File: config.mk
export PLATFORM = sky130hd
export DESIGN_NAME = axi4lite_apb_bridge_mux_flat
export DESIGN_NICKNAME = d
export VERILOG_FILES = /design/src/rtl/axi4lite_apb_bridge_mux_if.sv /design/src/rtl/axi4lite_apb_bridge_mux.sv /design/src/flat_wrapper.sv
export SDC_FILE = /design/constraint.sdc
export NUM_CORES = 1
export LEC_CHECK = 0
export ABC_AREA = 0
export CAP_MARGIN = 20
export CORE_ASPECT_RATIO = 0.7
export CORE_MARGIN = 1.5
export CORE_UTILIZATION = 48
export DETAILED_ROUTE_END_ITERATION = 12
export GPL_ROUTABILITY_DRIVEN = 1
export PLACE_DENSITY_LB_ADDON = 0.12
export SYNTH_ARGS = -nofsm -noshare
export SYNTH_HDL_FRONTEND = slang
export SYNTH_SLANG_ARGS = --single-unit
export TNS_END_PERCENT = 1
File: constraint.sdc
create_clock -name clk -period 5.1 [get_ports clk]
set_input_delay 0.51 -clock clk [delete_from_list [all_inputs] [get_ports clk]]
set_output_delay 0.51 -clock clk [all_outputs]
set_load 0.005 [all_outputs]
File: src/rtl/axi4lite_apb_bridge_mux_if.sv
// Bus bundle between an AXI4-Lite master, the bridge and the APB slave segment.
interface axi4lite_apb_bridge_mux_if #(
   parameter int unsigned dataWidth  = 32,
   parameter int unsigned addrWidth  = 32,
   parameter int unsigned NUM_SLAVES = 4
);
   localparam int unsigned STRB_W = dataWidth / 8;

   logic [addrWidth-1:0]            awaddr;
   logic [2:0]                      awprot;
   logic                            awvalid;
   logic                            awready;
   logic [dataWidth-1:0]            wdata;
   logic [STRB_W-1:0]               wstrb;
   logic                            wvalid;
   logic                            wready;
   logic [1:0]                      bresp;
   logic                            bvalid;
   logic                            bready;
   logic [addrWidth-1:0]            araddr;
   logic [2:0]                      arprot;
   logic                            arvalid;
   logic                            arready;
   logic [dataWidth-1:0]            rdata;
   logic [1:0]                      rresp;
   logic                            rvalid;
   logic                            rready;
   logic [NUM_SLAVES-1:0]           psel;
   logic                            penable;
   logic                            pwrite;
   logic [addrWidth-1:0]            paddr;
   logic [dataWidth-1:0]            pwdata;
   logic [STRB_W-1:0]               pstrb;
   logic [2:0]                      pprot;
   logic [NUM_SLAVES*dataWidth-1:0] prdata;
   logic [NUM_SLAVES-1:0]           pready;
   logic [NUM_SLAVES-1:0]           pslverr;

   // Bridge side: AXI4-Lite slave, APB master.
   modport slave (
      input  awaddr, awprot, awvalid, wdata, wstrb, wvalid, bready,
             araddr, arprot, arvalid, rready, prdata, pready, pslverr,
      output awready, wready, bresp, bvalid, arready, rdata, rresp, rvalid,
             psel, penable, pwrite, paddr, pwdata, pstrb, pprot
   );

   // Environment side: AXI4-Lite master plus the APB slaves.
   modport master (
      output awaddr, awprot, awvalid, wdata, wstrb, wvalid, bready,
             araddr, arprot, arvalid, rready, prdata, pready, pslverr,
      input  awready, wready, bresp, bvalid, arready, rdata, rresp, rvalid,
             psel, penable, pwrite, paddr, pwdata, pstrb, pprot
   );
endinterface

File: src/rtl/axi4lite_apb_bridge_mux.sv
// AXI4-Lite slave to multi-slave APB master bridge with fair read/write
// arbitration, address decode onto one-hot psel and a per-access timeout.
module axi4lite_apb_bridge_mux #(
   parameter int unsigned     dataWidth       = 32,
   parameter int unsigned     addrWidth       = 32,
   parameter int unsigned     NUM_SLAVES      = 4,
   parameter int unsigned     SLAVE_ADDR_BITS = 12,
   parameter longint unsigned BASE_ADDR       = 0,
   parameter int unsigned     TIMEOUT         = 16
) (
   input  logic                        clk,
   input  logic                        resetn,
   axi4lite_apb_bridge_mux_if.slave    bus
);
   localparam int unsigned STRB_W = dataWidth / 8;
   localparam int unsigned LOG2N  = $clog2(NUM_SLAVES);
   localparam int unsigned IDX_W  = (LOG2N > 0) ? LOG2N : 1;
   localparam int unsigned HI_LSB = SLAVE_ADDR_BITS + LOG2N;
   localparam int unsigned CNT_W  = (TIMEOUT > 0) ? $clog2(TIMEOUT + 1) : 1;
   localparam logic [addrWidth-1:0] BASE     = addrWidth'(BASE_ADDR);
   localparam logic [addrWidth-1:0] IDX_MASK = addrWidth'(NUM_SLAVES - 1);

   typedef enum logic [1:0] {IDLE, SETUP, ACCESS, RESP} state_t;

   state_t                state;
   logic [addrWidth-1:0]  aw_addr;
   logic [2:0]            aw_prot;
   logic                  aw_full;
   logic [dataWidth-1:0]  w_data;
   logic [STRB_W-1:0]     w_strb;
   logic                  w_full;
   logic [addrWidth-1:0]  ar_addr;
   logic [2:0]            ar_prot;
   logic                  ar_full;
   logic                  cur_write;
   logic                  last_write;
   logic [CNT_W-1:0]      cnt;

   logic                  wr_pend;
   logic                  rd_pend;
   logic                  pick_write;
   logic [addrWidth-1:0]  pick_addr;
   logic [2:0]            pick_prot;
   logic                  in_range;
   logic [IDX_W-1:0]      pick_idx;
   logic                  sel_ready;
   logic                  sel_err;
   logic [dataWidth-1:0]  sel_rdata;
   logic [CNT_W-1:0]      cnt_inc;
   logic                  timed_out;
   logic                  acc_done;
   logic [1:0]            acc_resp;
   logic [dataWidth-1:0]  acc_data;
   logic                  b_hs;
   logic                  r_hs;

   assign bus.awready = !aw_full;
   assign bus.wready  = !w_full;
   assign bus.arready = !ar_full;

   assign b_hs = bus.bvalid & bus.bready;
   assign r_hs = bus.rvalid & bus.rready;

   // Arbitration and decode of the request presented in IDLE.
   always_comb begin
      wr_pend    = aw_full & w_full;
      rd_pend    = ar_full;
      pick_write = wr_pend && (!rd_pend || !last_write);
      pick_addr  = pick_write ? aw_addr : ar_addr;
      pick_prot  = pick_write ? aw_prot : ar_prot;
      in_range   = (pick_addr >> HI_LSB) == (BASE >> HI_LSB);
      pick_idx   = IDX_W'((pick_addr >> SLAVE_ADDR_BITS) & IDX_MASK);
   end

   // Selected-slave view of the APB return path; psel is one-hot during ACCESS.
   always_comb begin
      sel_ready = 1'b0;
      sel_err   = 1'b0;
      sel_rdata = '0;
      for (int i = 0; i < NUM_SLAVES; i++) begin
         if (bus.psel[i]) begin
            sel_ready = sel_ready | bus.pready[i];
            sel_err   = sel_err | bus.pslverr[i];
            sel_rdata = sel_rdata | bus.prdata[i*dataWidth +: dataWidth];
         end
      end
   end

   // ACCESS completion: slave ready (OKAY/SLVERR) or timeout abort (SLVERR, zero data).
   always_comb begin
      cnt_inc   = cnt + CNT_W'(1);
      timed_out = (TIMEOUT != 0) && !sel_ready && (cnt_inc == CNT_W'(TIMEOUT));
      acc_done  = sel_ready || timed_out;
      acc_resp  = (!sel_ready || sel_err) ? 2'b10 : 2'b00;
      acc_data  = (sel_ready && !sel_err) ? sel_rdata : '0;
   end

   // AW/W/AR holding registers: fill on handshake, drain on the matching response.
   always_ff @(posedge clk or negedge resetn) begin
      if (!resetn) begin
         aw_full <= 1'b0;
         aw_addr <= '0;
         aw_prot <= '0;
         w_full  <= 1'b0;
         w_data  <= '0;
         w_strb  <= '0;
         ar_full <= 1'b0;
         ar_addr <= '0;
         ar_prot <= '0;
      end else begin
         if (!aw_full && bus.awvalid) begin
            aw_full <= 1'b1;
            aw_addr <= bus.awaddr;
            aw_prot <= bus.awprot;
         end else if (b_hs) begin
            aw_full <= 1'b0;
         end
         if (!w_full && bus.wvalid) begin
            w_full <= 1'b1;
            w_data <= bus.wdata;
            w_strb <= bus.wstrb;
         end else if (b_hs) begin
            w_full <= 1'b0;
         end
         if (!ar_full && bus.arvalid) begin
            ar_full <= 1'b1;
            ar_addr <= bus.araddr;
            ar_prot <= bus.arprot;
         end else if (r_hs) begin
            ar_full <= 1'b0;
         end
      end
   end

   // Transaction FSM with registered APB and AXI response outputs.
   always_ff @(posedge clk or negedge resetn) begin
      if (!resetn) begin
         state       <= IDLE;
         cur_write   <= 1'b0;
         last_write  <= 1'b0;
         cnt         <= '0;
         bus.psel    <= '0;
         bus.penable <= 1'b0;
         bus.pwrite  <= 1'b0;
         bus.paddr   <= '0;
         bus.pwdata  <= '0;
         bus.pstrb   <= '0;
         bus.pprot   <= '0;
         bus.bvalid  <= 1'b0;
         bus.bresp   <= '0;
         bus.rvalid  <= 1'b0;
         bus.rresp   <= '0;
         bus.rdata   <= '0;
      end else begin
         case (state)
            IDLE: begin
               if (wr_pend || rd_pend) begin
                  cur_write <= pick_write;
                  if (in_range) begin
                     state       <= SETUP;
                     cnt         <= '0;
                     bus.psel    <= NUM_SLAVES'(1) << pick_idx;
                     bus.penable <= 1'b0;
                     bus.pwrite  <= pick_write;
                     bus.paddr   <= pick_addr;
                     bus.pprot   <= pick_prot;
                     bus.pwdata  <= pick_write ? w_data : '0;
                     bus.pstrb   <= pick_write ? w_strb : '0;
                  end else begin
                     state <= RESP;
                     if (pick_write) begin
                        bus.bvalid <= 1'b1;
                        bus.bresp  <= 2'b11;
                     end else begin
                        bus.rvalid <= 1'b1;
                        bus.rresp  <= 2'b11;
                        bus.rdata  <= '0;
                     end
                  end
               end
            end
            SETUP: begin
               bus.penable <= 1'b1;
               state       <= ACCESS;
            end
            ACCESS: begin
               if (acc_done) begin
                  state       <= RESP;
                  bus.psel    <= '0;
                  bus.penable <= 1'b0;
                  if (cur_write) begin
                     bus.bvalid <= 1'b1;
                     bus.bresp  <= acc_resp;
                  end else begin
                     bus.rvalid <= 1'b1;
                     bus.rresp  <= acc_resp;
                     bus.rdata  <= acc_data;
                  end
               end else begin
                  cnt <= cnt_inc;
               end
            end
            RESP: begin
               if (cur_write && b_hs) begin
                  bus.bvalid <= 1'b0;
                  last_write <= 1'b1;
                  state      <= IDLE;
               end else if (!cur_write && r_hs) begin
                  bus.rvalid <= 1'b0;
                  last_write <= 1'b0;
                  state      <= IDLE;
               end
            end
            default: state <= IDLE;
         endcase
      end
   end
endmodule

File: src/flat_wrapper.sv
// flat-port wrapper written by rule: the top's interface ports become plain ports
module axi4lite_apb_bridge_mux_flat 
#(
   parameter int unsigned     dataWidth       = 32,
   parameter int unsigned     addrWidth       = 32,
   parameter int unsigned     NUM_SLAVES      = 4,
   parameter int unsigned     SLAVE_ADDR_BITS = 12,
   parameter longint unsigned BASE_ADDR       = 0,
   parameter int unsigned     TIMEOUT         = 16
)
  (clk, resetn, bus_awaddr, bus_awprot, bus_awvalid, bus_wdata, bus_wstrb, bus_wvalid, bus_bready, bus_araddr, bus_arprot, bus_arvalid, bus_rready, bus_prdata, bus_pready, bus_pslverr, bus_awready, bus_wready, bus_bresp, bus_bvalid, bus_arready, bus_rdata, bus_rresp, bus_rvalid, bus_psel, bus_penable, bus_pwrite, bus_paddr, bus_pwdata, bus_pstrb, bus_pprot);
  axi4lite_apb_bridge_mux_if #(.dataWidth(dataWidth), .addrWidth(addrWidth), .NUM_SLAVES(NUM_SLAVES)) bus_i ();
  input  logic clk;
  input  logic resetn;
  input wire logic [$bits(bus_i.awaddr)-1:0] bus_awaddr;
  input wire logic [$bits(bus_i.awprot)-1:0] bus_awprot;
  input wire logic [$bits(bus_i.awvalid)-1:0] bus_awvalid;
  input wire logic [$bits(bus_i.wdata)-1:0] bus_wdata;
  input wire logic [$bits(bus_i.wstrb)-1:0] bus_wstrb;
  input wire logic [$bits(bus_i.wvalid)-1:0] bus_wvalid;
  input wire logic [$bits(bus_i.bready)-1:0] bus_bready;
  input wire logic [$bits(bus_i.araddr)-1:0] bus_araddr;
  input wire logic [$bits(bus_i.arprot)-1:0] bus_arprot;
  input wire logic [$bits(bus_i.arvalid)-1:0] bus_arvalid;
  input wire logic [$bits(bus_i.rready)-1:0] bus_rready;
  input wire logic [$bits(bus_i.prdata)-1:0] bus_prdata;
  input wire logic [$bits(bus_i.pready)-1:0] bus_pready;
  input wire logic [$bits(bus_i.pslverr)-1:0] bus_pslverr;
  output wire logic [$bits(bus_i.awready)-1:0] bus_awready;
  output wire logic [$bits(bus_i.wready)-1:0] bus_wready;
  output wire logic [$bits(bus_i.bresp)-1:0] bus_bresp;
  output wire logic [$bits(bus_i.bvalid)-1:0] bus_bvalid;
  output wire logic [$bits(bus_i.arready)-1:0] bus_arready;
  output wire logic [$bits(bus_i.rdata)-1:0] bus_rdata;
  output wire logic [$bits(bus_i.rresp)-1:0] bus_rresp;
  output wire logic [$bits(bus_i.rvalid)-1:0] bus_rvalid;
  output wire logic [$bits(bus_i.psel)-1:0] bus_psel;
  output wire logic [$bits(bus_i.penable)-1:0] bus_penable;
  output wire logic [$bits(bus_i.pwrite)-1:0] bus_pwrite;
  output wire logic [$bits(bus_i.paddr)-1:0] bus_paddr;
  output wire logic [$bits(bus_i.pwdata)-1:0] bus_pwdata;
  output wire logic [$bits(bus_i.pstrb)-1:0] bus_pstrb;
  output wire logic [$bits(bus_i.pprot)-1:0] bus_pprot;
  assign bus_i.awaddr = bus_awaddr;
  assign bus_i.awprot = bus_awprot;
  assign bus_i.awvalid = bus_awvalid;
  assign bus_i.wdata = bus_wdata;
  assign bus_i.wstrb = bus_wstrb;
  assign bus_i.wvalid = bus_wvalid;
  assign bus_i.bready = bus_bready;
  assign bus_i.araddr = bus_araddr;
  assign bus_i.arprot = bus_arprot;
  assign bus_i.arvalid = bus_arvalid;
  assign bus_i.rready = bus_rready;
  assign bus_i.prdata = bus_prdata;
  assign bus_i.pready = bus_pready;
  assign bus_i.pslverr = bus_pslverr;
  assign bus_awready = bus_i.awready;
  assign bus_wready = bus_i.wready;
  assign bus_bresp = bus_i.bresp;
  assign bus_bvalid = bus_i.bvalid;
  assign bus_arready = bus_i.arready;
  assign bus_rdata = bus_i.rdata;
  assign bus_rresp = bus_i.rresp;
  assign bus_rvalid = bus_i.rvalid;
  assign bus_psel = bus_i.psel;
  assign bus_penable = bus_i.penable;
  assign bus_pwrite = bus_i.pwrite;
  assign bus_paddr = bus_i.paddr;
  assign bus_pwdata = bus_i.pwdata;
  assign bus_pstrb = bus_i.pstrb;
  assign bus_pprot = bus_i.pprot;
  axi4lite_apb_bridge_mux #(.dataWidth(dataWidth), .addrWidth(addrWidth), .NUM_SLAVES(NUM_SLAVES), .SLAVE_ADDR_BITS(SLAVE_ADDR_BITS), .BASE_ADDR(BASE_ADDR), .TIMEOUT(TIMEOUT)) u_core (.clk(clk), .resetn(resetn), .bus(bus_i));
endmodule
# ---- Word level (Yosys, flattened, before mapping)
# Index checks and enable logic that the tools add are counted.
# W data, S select, Z words.
dict set report classes {
  n_addsub 1
  n_eq_ne 17
  shifts 1
  muxes 75
  n_bitwise 12
  n_reduce_logical 39
}
# cell n
set ops {}
lappend ops {{$mux W32} 12}
lappend ops {{$or A32 B32 Y32} 3}
lappend ops {{$pmux W32 S2} 1}
lappend ops {{$logic_not A32 Y1} 1}
lappend ops {{$mux W2} 16}
lappend ops {{$mux W1} 30}
lappend ops {{$mux W4} 4}
lappend ops {{$mux W5} 3}
lappend ops {{$ne A2 B1 Y1 const B} 7}
lappend ops {{$reduce_and A4 Y1} 3}
lappend ops {{$reduce_and A6 Y1} 2}
lappend ops {{$ne A2 B2 Y1 const B} 5}
lappend ops {{$pmux W5 S2} 1}
lappend ops {{$reduce_bool A2 Y1} 5}
lappend ops {{$pmux W1 S3} 3}
lappend ops {{$logic_and A1 B1 Y1} 8}
lappend ops {{$pmux W2 S2} 2}
lappend ops {{$pmux W2 S4} 1}
lappend ops {{$pmux W4 S2} 1}
lappend ops {{$reduce_and A8 Y1} 1}
lappend ops {{$logic_not A1 Y1} 7}
lappend ops {{$reduce_and A7 Y1} 1}
lappend ops {{$or A1 B1 Y1} 6}
lappend ops {{$reduce_and A3 Y1} 2}
lappend ops {{other kinds (12)} 20}
dict set report word_totals {
  register_bits 233
  input_bits 249
  out_inout_bits 118
  wordCells 170
}

# ---- Depth between registers and ports, before layout
# Gate-level depths: netlist of the first run.
dict set report logic_depth {
  ltp_word 13
  mapped_depth 11
  depth_no_buf 8
}

# ---- Worst setup path before layout of the first run
# OpenSTA, ideal clock, no wires.
dict set report synth_timing {
  path_kind {reg2reg}
  startpoint {register u_core.state[0]}
  endpoint {register u_core.bus.rdata[10]}
  setup_time_ns 0.096
  arrival_time_ns 2.151
  required_time_ns 5.004
  path_slack_ns 2.853
  path_stages_with_launch 12
  path_buffers 3
  synth_period_minus_slack_ns 2.247
  path_cell_list {dfrtp_1 inv_1 ha_1 buf_2 inv_1 or3_1 o311a_1 nand4b_1 buf_2 buf_1 nand2_1 o31ai_1}
}
dict set report synth_between {
  elab_chain_len 3
  elab_cells_between_ends 10
  classes_between {6 x eq/ne; 1 x mux; 3 x reduce/logical}
}
# element line_no
set synth_lines {}
lappend synth_lines {{start: declaration} axi4lite_apb_bridge_mux.sv:25} ;# state_t state;
lappend synth_lines {{start signal: assignment} axi4lite_apb_bridge_mux.sv:138} ;# state <= IDLE;
lappend synth_lines {{start signal: assignment} axi4lite_apb_bridge_mux.sv:160} ;# state <= SETUP;
lappend synth_lines {{start signal: assignment} axi4lite_apb_bridge_mux.sv:170} ;# state <= RESP;
lappend synth_lines {{$eq A2 B2 Y1 or $logic_not A2 Y1 (tied branches)} axi4lite_apb_bridge_mux.sv:155} ;# case (state)
lappend synth_lines {{$ne A2 B2 Y1 (no line), or another cell as far along} n/a}
lappend synth_lines {{$reduce_and A6 Y1 (no line)} n/a}
lappend synth_lines {{end signal: assignment} axi4lite_apb_bridge_mux.sv:197} ;# bus.rdata <= acc_data;
lappend synth_lines {{end: declaration} axi4lite_apb_bridge_mux_if.sv:43} ;# output awready, wready, bresp, bvalid, arready, rdata, rresp, rvalid,
# Several ways; a longest one is shown, not always the timed one.
# A chain may end at the register's enable or synchronous reset.

# ---- Worst setup path after layout of the first run
dict set report layout_timing {
  startpoint {register u_core.state[0]}
  endpoint {register u_core.bus.rresp[1]}
}
dict set report layout_between {
  elab_chain_len 3
  elab_cells_between_ends 10
  classes_between {6 x eq/ne; 1 x mux; 3 x reduce/logical}
}
# element line_no
set layout_lines {}
lappend layout_lines {{$eq A2 B2 Y1 or $logic_not A2 Y1 (tied branches)} axi4lite_apb_bridge_mux.sv:155}
lappend layout_lines {{$ne A2 B2 Y1 (no line), or another cell as far along} n/a}
lappend layout_lines {{$reduce_and A6 Y1 (no line)} n/a}
lappend layout_lines {{end signal: assignment} axi4lite_apb_bridge_mux.sv:196} ;# bus.rresp <= acc_resp;
lappend layout_lines {{end: declaration} axi4lite_apb_bridge_mux_if.sv:43}
# Several ways; a longest one is shown, not always the timed one.

==> results of run 1 <==
[cell type report]
type                       count  area (um2)
sequential                   233        5831
fill                        1464        5451
multi-input combinational    544        3910
timing repair buffer         379        3799
clock buffer                  32       619.3
tap                          270       337.8
clock inverter                 8       122.6
inverter                      13       48.80
antenna                        1       2.502
[worst max-delay path: stages (launching register included)]
cell and delay (ns):
dfrtp_1 0.41, inv_1 0.14, ha_1 0.43, inv_1 0.21
or3_1 0.43, o311a_1 0.15, nand4b_1 0.10, buf_4 0.50
mux2_2 0.40
[per-stage QoR]
| step | hold WS [ns] | power (mW) | instances |
|---|---|---|---|
| detailed placement | 0.4649 | 3.150 | 1438 |
| floorplan | 0.2144 | 2.788 | 850 |
| global route | 0.06271 | 5.033 | 1479 |
| CTS | 0.03184 | 4.845 | 1478 |
| global placement | 0.4590 | 3.106 | 1438 |
| finish | -0.005405 | 4.796 | 1480 |
[cell usage after synthesis (2+ instances only)]
| cell | n | area, um2 |
|---|---|---|
| a221oi_1 | 32 | 280.3 |
| o22a_1 | 2 | 17.52 |
| a21o_1 | 3 | 22.52 |
| mux2i_1 | 21 | 210.2 |
| nand3_1 | 5 | 25.02 |
| and2_1 | 19 | 118.9 |
| a31oi_1 | 5 | 31.28 |
| o31ai_1 | 32 | 240.2 |
| clkbuf_1 | 48 | 180.2 |
| buf_1 | 8 | 30.03 |
| ha_1 | 6 | 75.07 |
| mux2_2 | 106 | 1194 |
| o21ai_0 | 62 | 310.3 |
| o2bb2ai_1 | 4 | 35.03 |
| dfrtp_1 | 233 | 5831 |
| inv_1 | 13 | 48.80 |
| nand2_1 | 139 | 521.8 |
| nor2b_1 | 4 | 25.02 |
| nor2_1 | 14 | 52.55 |
| o2111ai_1 | 2 | 17.52 |
| nor3_1 | 3 | 15.01 |
| nor4_1 | 9 | 56.30 |
| o211ai_1 | 4 | 30.03 |
| a22o_1 | 33 | 289.0 |
| a22oi_1 | 3 | 22.52 |
| a21oi_1 | 7 | 35.03 |
| buf_2 | 3 | 15.01 |
| a21bo_2 | 2 | 20.02 |
| or3_1 | 2 | 12.51 |
| and2b_1 | 2 | 15.01 |
| nor3b_1 | 2 | 15.01 |
[cells by family after synthesis]
family          count (synthesis)  share of synthesized area (%)
flops                         233                          58.26
simple gates                  209                          9.502
fa+ha+maj                       6                         0.7502
compound gates                201                          14.45
mux                           128                          14.18
buf+inv                        73                          2.851
[layout by cell type, fill, tap and decap left out, types with 3 or more instances in the layout]
cell / Yosys / routed
clkdlybuf4s50_1: 0 / 365
dfrtp_1: 233 / 233
nand2_1: 139 / 139
mux2_2: 106 / 106
o21ai_0: 62 / 62
a22o_1: 33 / 33
a221oi_1: 32 / 32
o31ai_1: 32 / 32
clkbuf_16: 0 / 23
mux2i_1: 21 / 21
and2_1: 19 / 19
inv_1: 13 / 13
nor2_1: 14 / 13
buf_4: 0 / 11
nor4_1: 9 / 9
clkbuf_1: 48 / 8
a21oi_1: 7 / 7
ha_1: 6 / 6
nand3_1: 5 / 5
a31oi_1: 5 / 5
o211ai_1: 4 / 4
o2bb2ai_1: 4 / 4
nor2b_1: 4 / 3
a22oi_1: 3 / 3
nor3_1: 3 / 3
a21o_1: 3 / 3
bufinv_16: 0 / 3
clkinv_2: 0 / 3
[state kept, by name (all words and copies together) (netlist names), 2 cells and up]
name / count
u_core.ar_addr: 32
u_core.ar_prot: 3
u_core.aw_addr: 32
u_core.aw_prot: 3
u_core.bus.bresp: 2
u_core.bus.paddr: 32
u_core.bus.pprot: 3
u_core.bus.psel: 4
u_core.bus.pstrb: 4
u_core.bus.pwdata: 32
u_core.bus.rdata: 32
u_core.bus.rresp: 2
u_core.cnt: 5
u_core.state: 2
u_core.w_data: 32
u_core.w_strb: 4
[worst max path at each step]
stage                               start                   end  slack [ns]  depth (start not counted)
after floorplan           u_core.state[0]  u_core.bus.rdata[10]        2.85                         11
after global placement    u_core.state[0]   u_core.bus.rresp[1]        2.36                          8
after detailed placement  u_core.state[0]   u_core.bus.rresp[1]        2.24                          8
after CTS                 u_core.state[1]   u_core.bus.rresp[1]        2.23                          8
after global routing      u_core.state[1]   u_core.bus.rresp[1]        2.01                          8
final                     u_core.state[0]   u_core.bus.rresp[1]        2.18                          8
[report_power, final]
group | internal (mW) | total, mW | switching [mW]
logic | 0.499 | 0.758 | 0.260
clock network | 1.00 | 1.68 | 0.682
registers | 2.18 | 2.35 | 0.178
[metal layers]
layer  global-route usage [%]  vias up  wire length [um]  part of all wire (%)
met5                        0        -                13                 0.045
met4                    9.509        2              1013                   3.5
met3                    8.303       63              2581                   9.0
met2                    43.31      283             13600                    47
met1                    31.98     3824             11500                    40
li1                         -     3768                 -                     -
==> results.sh, run 1 <==
export IMPL_vias=7940
export IMPL_cts_root_buf="clkbuf_16"
export IMPL_crit_path_max_fanout=67
export IMPL_r2r_slack_ns=2.18
export IMPL_drc=0
export IMPL_slew_viol_final=0
export IMPL_synth_cell_types=53
export IMPL_max_slew_margin_pct=26.16
export IMPL_min_path_type="in -> async"
export IMPL_synth_edf_count=0
export IMPL_fin_area_mm2=0.01467
export IMPL_grt_ovfl_total=0
export IMPL_postCtsHoldBufs=0
export IMPL_hold_violations=4
export IMPL_ys_warn_count=0
export IMPL_initial_core_util_pct=49.73
export IMPL_status="complete, but fails checks"
export IMPL_core_mm2=0.02012
export IMPL_drt_iter0_markers=516
export IMPL_tns_ns=0
export IMPL_cts_sinks=233
export IMPL_dpl_hpwl_um=20660
export IMPL_die_height_um=123.8
export IMPL_pin_count=367
export IMPL_leakage_nw=6.150
export IMPL_cts_htree_levels=1
export IMPL_place_ws_ns=2.244
export IMPL_crit_path_start_kind="register"
export IMPL_via_per_inst=5.365
export IMPL_fin_skew_ns=0.01120
export IMPL_fin_nets=1449
export IMPL_grt_setup_unrepaired="no"
export IMPL_placed_cell_area_mm2=0.01390
export IMPL_dr_pass1_iters=5
export IMPL_syn_to_final_growth_pct=46.60
export IMPL_ir_drop_mv=0.2969
export IMPL_grt_max_degree=144
export IMPL_final_core_util_pct=72.91
export IMPL_power_density_mw_per_mm2=326.9
export IMPL_wl_per_cell_um=19.40
export IMPL_drive_above_1_share_pct=13.48
export IMPL_gp_congestion=0.8643
export IMPL_ff2ff_path_depth=8
export IMPL_netlist_area_mm2=0.01001
export IMPL_synth_ff_latch_count=233
export IMPL_netlist_instances=850
export IMPL_setup_slack_ns=2.180
export IMPL_post_cts_resized=0
export IMPL_grt_antenna_before_repair=2
export IMPL_clk_latency_ns=0.50
export IMPL_synthFlopType="dfrtp_1"
export IMPL_r2r_start="u_core.state[0]"
export IMPL_worst_pin_slew_ns=1.105
export IMPL_grt_use_total_pct=25.96
export IMPL_routed_wl_um=28710
export IMPL_arrival_ns=3.30
export IMPL_postCtsSetupBuffers=0
export IMPL_die_x_um=175.6
export IMPL_cts_tree="done"
export IMPL_clk_pin_slew_ns=0.06
export IMPL_grt_pass1_vias=7905
export IMPL_maxCapViolCount=0
export IMPL_dieArea_mm2=0.02174
export IMPL_critPathCaptureType="register"
export IMPL_cts_buffer_depth=3
export IMPL_syn_area_per_cell_um2=11.77
export IMPL_grt_pass1_wl_um=43660
export IMPL_synthArstFlopShare_pct=100.0
export IMPL_crit_required_ns=5.48
export IMPL_critPathKind="reg -> reg"
export IMPL_synth_fp_nets=1105
export IMPL_numCtsBuffers=23
export IMPL_r2r_end="u_core.bus.rresp[1]"
export IMPL_period_share_pct=57.25
export IMPL_violations="hold timing"
export IMPL_finalSetupViolCount=0
export IMPL_holdWs_ns=-0.005405
export IMPL_rows=43
export IMPL_period_minus_slack_ns=2.920
export IMPL_ys_seq_area_share_pct=58.26
export IMPL_drtAntennaViolNets=0
export IMPL_fmax_mhz=342.5
export IMPL_port_buffers=366
Power figures use the tool's default switching activity.
==> run 2: changes to the inputs <==
--- a/config.mk
+++ b/config.mk
@@ -9,7 +9,7 @@
 export CAP_MARGIN = 20
 export CORE_ASPECT_RATIO = 0.7
 export CORE_MARGIN = 1.5
-export CORE_UTILIZATION = 48
+export CORE_UTILIZATION = 41
 export DETAILED_ROUTE_END_ITERATION = 12
 export GPL_ROUTABILITY_DRIVEN = 1
 export PLACE_DENSITY_LB_ADDON = 0.12
==> constraint.sdc (replaced) <==
create_clock -name clk -period 2.5 [get_ports clk]
set_input_delay 0.25 -clock clk [delete_from_list [all_inputs] [get_ports clk]]
set_output_delay 0.25 -clock clk [all_outputs]
set_load 0.005 [all_outputs]
==> run 2 against run 1 <==
Compared with the run above: the flow now finishes without violations; power grew 110%; die area grew 17%; register-to-register slack lost 1.9 ns; wire length grew 1.4%; worst hold slack gained 0.31 ns; critical endpoint unchanged; largest cell class unchanged; largest power group unchanged; highest routed layer unchanged.
==> results.sh, run 2 (same netlist as run 1, synthesis figures left out) <==
export IMPL_period_minus_slack_ns=2.258
export IMPL_mostFrequentLayoutCells="365 x clkdlybuf4s50_1, 233 x dfrtp_1, 139 x nand2_1"
export IMPL_tns_ns=0
export IMPL_placed_cell_area_mm2=0.01418
export IMPL_dr_pass1_iters=5
export IMPL_p_clk_share_pct=36.1
export IMPL_dp_cells=1504
export IMPL_dieArea_mm2=0.02537
export IMPL_finalSetupViolCount=0
export IMPL_maxCapViolCount=0
export IMPL_grt_setup_unrepaired="no"
export IMPL_r2r_slack_ns=0.24
export IMPL_layout_commonest_cell="clkdlybuf4s50_1"
export IMPL_final_core_util_pct=63.05
export IMPL_comb_power_share_pct=15.8
export IMPL_max_slew_margin_pct=59.17
export IMPL_layoutNonFillerInstCount=1552
export IMPL_die_height_um=133.7
export IMPL_critPathCaptureType="register"
export IMPL_critPathLaunch="u_core.state[0]"
export IMPL_status="finished clean"
export IMPL_pin_count=367
export IMPL_drc=0
export IMPL_dpl_hpwl_um=21470
export IMPL_via_per_inst=5.128
export IMPL_period_share_pct=90.31
export IMPL_wl_per_cell_um=18.75
export IMPL_r2r_start="u_core.state[0]"
export IMPL_crit_path_max_fanout=6
export IMPL_power_density_mw_per_mm2=665.8
export IMPL_grt_max_degree=127
export IMPL_grt_antenna_before_repair=4
export IMPL_gp_congestion=0.7833
export IMPL_grt_pass1_vias=7931
export IMPL_die_x_um=189.7
export IMPL_crit_required_ns=2.89
export IMPL_leakage_nw=6.294
export IMPL_min_path_type="in -> reg"
export IMPL_grt_use_total_pct=22.50
export IMPL_cts_root_buf="clkbuf_16"
export IMPL_port_buffers=366
export IMPL_r2r_end="u_core.bus.rresp[1]"
export IMPL_drt_iter0_markers=535
export IMPL_cts_tree="done"
export IMPL_clk_latency_ns=0.52
export IMPL_grt_ovfl_total=0
export IMPL_power_switching_mw=2.347
export IMPL_fin_nets=1470
export IMPL_worst_pin_slew_ns=0.6124
export IMPL_core_mm2=0.02382
export IMPL_crit_end="u_core.bus.rresp[1]"
export IMPL_drive_above_1_share_pct=15.42
export IMPL_cts_htree_levels=1
export IMPL_nFillCells=1954
export IMPL_hold_violations=0
export IMPL_arrival_ns=2.65
export IMPL_fin_area_mm2=0.01502
export IMPL_holdWs_ns=0.3049
export IMPL_clk_pin_slew_ns=0.06
export IMPL_netSwitchingFraction_pct=23.47
export IMPL_p_seq_share_pct=48.0
export IMPL_p_int_mw=7.651
export IMPL_routed_wl_um=29100
export IMPL_syn_to_final_growth_pct=50.05
export IMPL_numCtsBuffers=24
export IMPL_cts_buffer_depth=3
export IMPL_critPathKind="reg -> reg"
export IMPL_slew_viol_final=0
export IMPL_drtAntennaViolNets=0
export IMPL_ff2ff_path_depth=9
export IMPL_ir_drop_mv=0.4793
export IMPL_cts_sinks=233
export IMPL_initial_core_util_pct=42.02
export IMPL_grt_pass1_wl_um=44860
export IMPL_rows=47
export IMPL_hold_depth=3
export IMPL_crit_path_start_kind="register"
export IMPL_fin_skew_ns=0.02167
export IMPL_fmax_mhz=442.9
export IMPL_vias=7959
[run 2: area by class of cell]
class | instances | area [um2] | area share [%]
Antenna cell | 2 | 5.005 | 0.03333
Clock buffer | 39 | 758.2 | 5.050
Clock inverter | 4 | 51.30 | 0.3416
Inverter | 13 | 48.80 | 0.3250
Multi-Input combinational cell | 544 | 3918 | 26.09
Sequential cell | 233 | 5831 | 38.83
Tap cell | 318 | 397.9 | 2.650
Timing Repair Buffer | 399 | 4006 | 26.68
[run 2: how the worst min path moves through the flow]
| stage | to | start | slack, ns |
|---|---|---|---|
| floorplan | u_core.ar_addr[0] | resetn | -0.05 |
| global placement | u_core.w_data[30] | resetn | 0.27 |
| detailed placement | u_core.w_data[30] | resetn | 0.27 |
| CTS | u_core.ar_addr[13] | bus_araddr[13] | 0.29 |
| global route | u_core.aw_addr[27] | bus_awaddr[27] | 0.32 |
| finish | u_core.ar_addr[13] | bus_araddr[13] | 0.30 |
[run 2: worst max-delay path, cell delays in order (launching register included)]
cell and delay [ns]:
dfrtp_1 0.40, inv_1 0.13, ha_1 0.19, inv_1 0.11
or3_1 0.41, o311a_1 0.15, nand4b_1 0.10, buf_4 0.16
buf_4 0.15, mux2_2 0.33
[run 2: routing by layer]
layer	vias up	GRT usage (%)	part of all wire, %
met5	-	0	0.089
met2	231	37.61	48
met3	37	7.508	8.5
met4	4	4.189	1.6
met1	3881	28.69	42
li1	3806	-	-
[run 2: through the flow]
stage          power (mW)  setup slack (ns)
6_report            9.998            0.2423
5_1_grt             10.50            0.1227
4_1_cts             10.13           0.01155
3_5_place_dp        6.468           0.06653
3_3_place_gp        6.389            0.2045
2_1_floorplan       5.687            0.2530
[run 2: timing repair]
| item | in CTS | in global routing |
|---|---|---|
| endpoints found under the hold margin | 71 | 0 |
| setup endpoints to repair | 0 | 30 |
| hold buffers | 1 | 0 |
| gates resized for setup | 0 | 0 |
| setup buffers | 0 | 2 |
[run 2: power by group through the flow]
stage                     clock network (mW)  registers, mW  logic [mW]
after floorplan                            0           4.75       0.936
after global placement                     0           4.83        1.56
after detailed placement                   0           4.86        1.60
after CTS                               3.72           4.80        1.61
after global routing                    3.87           4.88        1.74
final                                   3.61           4.80        1.58
==> run 3: changes to the inputs <==
--- a/config.mk
+++ b/config.mk
@@ -9,8 +9,9 @@
 export CAP_MARGIN = 20
 export CORE_ASPECT_RATIO = 0.7
 export CORE_MARGIN = 1.5
-export CORE_UTILIZATION = 41
+export CORE_UTILIZATION = 57
 export DETAILED_ROUTE_END_ITERATION = 12
+export DONT_BUFFER_PORTS = 1
 export GPL_ROUTABILITY_DRIVEN = 1
 export PLACE_DENSITY_LB_ADDON = 0.12
 export SYNTH_ARGS = -nofsm -noshare
==> run 3 against run 2 <==
Compared with the run above: the flow now finishes with violations (hold timing); first-iteration DRC count increased by 31%; final cell count decreased by 23%; combinational power decreased by 18%; maximum frequency decreased by 5.6%; sequential power increased by 1%; worst hold slack got worse by 0.86 ns; largest cell class unchanged.
==> results.sh, run 3 (same netlist as run 1, synthesis figures left out) <==
export IMPL_status="complete, but fails checks"
export IMPL_violations="hold timing"
export IMPL_fmax_mhz=418.1
export IMPL_p_clk_share_pct=35.1
export IMPL_cts_buffer_depth=3
export IMPL_dpl_hpwl_um=18010
export IMPL_grt_use_met3_pct=5.745
export IMPL_power_density_mw_per_mm2=778.7
export IMPL_min_path_type="in -> async"
export IMPL_layout_commonest_cell="dfrtp_1"
export IMPL_hold_violations=233
export IMPL_dr_pass1_iters=5
export IMPL_numCtsBuffers=23
export IMPL_nFillCells=1160
export IMPL_critPathCaptureType="register"
export IMPL_leakage_nw=5.296
export IMPL_slew_viol_final=0
export IMPL_via_per_inst=6.104
export IMPL_crit_path_start_kind="register"
export IMPL_cp_top_family="simple AND/OR/NAND/NOR gates"
export IMPL_die_x_um=161.4
export IMPL_power_switching_mw=2.344
export IMPL_grt_use_total_pct=29.10
export IMPL_grt_busiest_layer="met2"
export IMPL_fin_nets=1207
export IMPL_wl_per_cell_um=22.92
export IMPL_grt_max_degree=234
export IMPL_clk_pin_slew_ns=0.06
export IMPL_grtUsageMet2_pct=51.76
export IMPL_cts_htree_levels=1
export IMPL_place_ws_ns=0.1180
export IMPL_fin_area_mm2=0.01216
export IMPL_grt_setup_unrepaired="no"
export IMPL_cts_root_buf="clkbuf_16"
export IMPL_grt_pass1_vias=7504
export IMPL_ir_drop_mv=0.7107
export IMPL_grt_pass1_wl_um=41400
export IMPL_finalSetupViolCount=0
export IMPL_die_height_um=113.9
export IMPL_cts_tree="done"
export IMPL_p_seq_share_pct=51.3
export IMPL_initial_core_util_pct=58.29
export IMPL_port_buffers=0
export IMPL_holdWs_ns=-0.5526
export IMPL_comb_power_share_pct=13.6
export IMPL_placed_cell_area_mm2=0.01029
export IMPL_pin_count=367
export IMPL_mostFrequentLayoutCells="233 x dfrtp_1, 139 x nand2_1, 113 x dlygate4sd3_1"
export IMPL_setup_slack_ns=0.1084
export IMPL_vias=7325
export IMPL_cp_num_buf_inv=2
export IMPL_crit_required_ns=2.89
export IMPL_critPathLaunch="u_core.aw_addr[29]"
export IMPL_routed_wl_um=27500
export IMPL_cpPeakStageDelay_ns=0.57
export IMPL_critPathKind="reg -> reg"
export IMPL_gp_congestion=0.8316
export IMPL_drt_iter0_markers=700
export IMPL_netSwitchingFraction_pct=24.74
export IMPL_arrival_ns=2.78
export IMPL_dieArea_mm2=0.01837
export IMPL_r2r_start="u_core.aw_addr[29]"
export IMPL_drc=0
export IMPL_worstPathCellList="or4_1 > nor4_4 > buf_4 > o211ai_4 > buf_12 > o21ai_0"
export IMPL_path_depth=6
export IMPL_grt_met1_usage_pct=36.54
export IMPL_postCtsSetupBuffers=0
export IMPL_drtAntennaViolNets=0
export IMPL_syn_to_final_growth_pct=21.54
export IMPL_drive_above_1_share_pct=18.61
export IMPL_postCtsHoldBufs=113
export IMPL_grt_ovfl_total=0
export IMPL_rows=40
export IMPL_tns_ns=0
export IMPL_period_share_pct=95.66
export IMPL_max_slew_margin_pct=64.83
export IMPL_crit_path_max_fanout=43
export IMPL_cts_sinks=233
export IMPL_maxCapViolCount=0
export IMPL_core_mm2=0.01717
export IMPL_worst_pin_slew_ns=0.5251
export IMPL_crit_slowest_cell="or4_1"
export IMPL_p_int_mw=7.128
export IMPL_ff2ff_path_depth=6
export IMPL_fin_skew_ns=0.01105
export IMPL_period_minus_slack_ns=2.392
export IMPL_clk_latency_ns=0.50
export IMPL_grt_antenna_before_repair=2
[run 3: worst paths after layout]
kind | to | slack (ns)
hold reg to reg | u_core.aw_addr[8] | 0.51
setup reg to reg | u_core.bus.pwdata[26] | 0.11
setup / recovery | u_core.bus.pwdata[26] | 0.11
max in group asynchronous | u_core.bus.rdata[21] | 2.74
hold / removal | u_core.aw_addr[2] | -0.55
min in group clk | u_core.bus.rdata[10] | 0.01
[run 3: power by group through the flow]
| stage | sequential [mW] | combinational (mW) | clock [mW] |
|---|---|---|---|
| global placement | 4.82 | 1.04 | 0 |
| global route | 4.93 | 1.41 | 3.53 |
| detailed placement | 4.88 | 1.10 | 0 |
| floorplan | 4.75 | 0.936 | 0 |
| CTS | 4.81 | 1.25 | 3.36 |
| finish | 4.86 | 1.29 | 3.33 |
[run 3: what timing repair did]
item / 4_1_cts / 5_1_grt
gates resized for setup: 0 / 1
endpoints found under the setup margin: 0 / 12
endpoints found under the hold margin: 347 / 233
[run 3: worst register-to-register path: stages, from the launching register on]
cell      delay, ns
dfrtp_1        0.38
or4_1          0.57
nor4_4         0.35
buf_4          0.24
o211ai_4       0.21
buf_12         0.25
o21ai_0        0.28
[run 3: metal layers]
layer | vias up | share of wire [%]
li1 | 3291 | -
met1 | 3645 | 39
met2 | 341 | 51
met3 | 48 | 7.1
met4 | 0 | 2.4
met5 | - | 0
[run 3: area by class of cell]
| cell class | instances | area (um2) | area share [%] |
|---|---|---|---|
| diodes | 2 | 5.005 | 0.04115 |
| flip-flops and latches | 233 | 5831 | 47.94 |
| inverters | 13 | 48.80 | 0.4012 |
| well taps | 231 | 289.0 | 2.376 |
| clock buffers | 28 | 624.3 | 5.133 |
| clock inverters | 12 | 101.3 | 0.8332 |
| multi-input cells | 545 | 3923 | 32.25 |
| repair buffers | 136 | 1341 | 11.03 |
[run 3: per-stage QoR]
stage	utilization (%)	hold slack [ns]	cells	power, mW
floorplan	-	-0.04559	850	5.687
global placement	59.93	-0.04145	1044	5.865
detailed placement	59.93	-0.04259	1044	5.979
CTS	70.75	-0.5763	1197	9.419
global route	70.85	-0.5759	1200	9.863
finish	70.85	-0.5526	1200	9.472
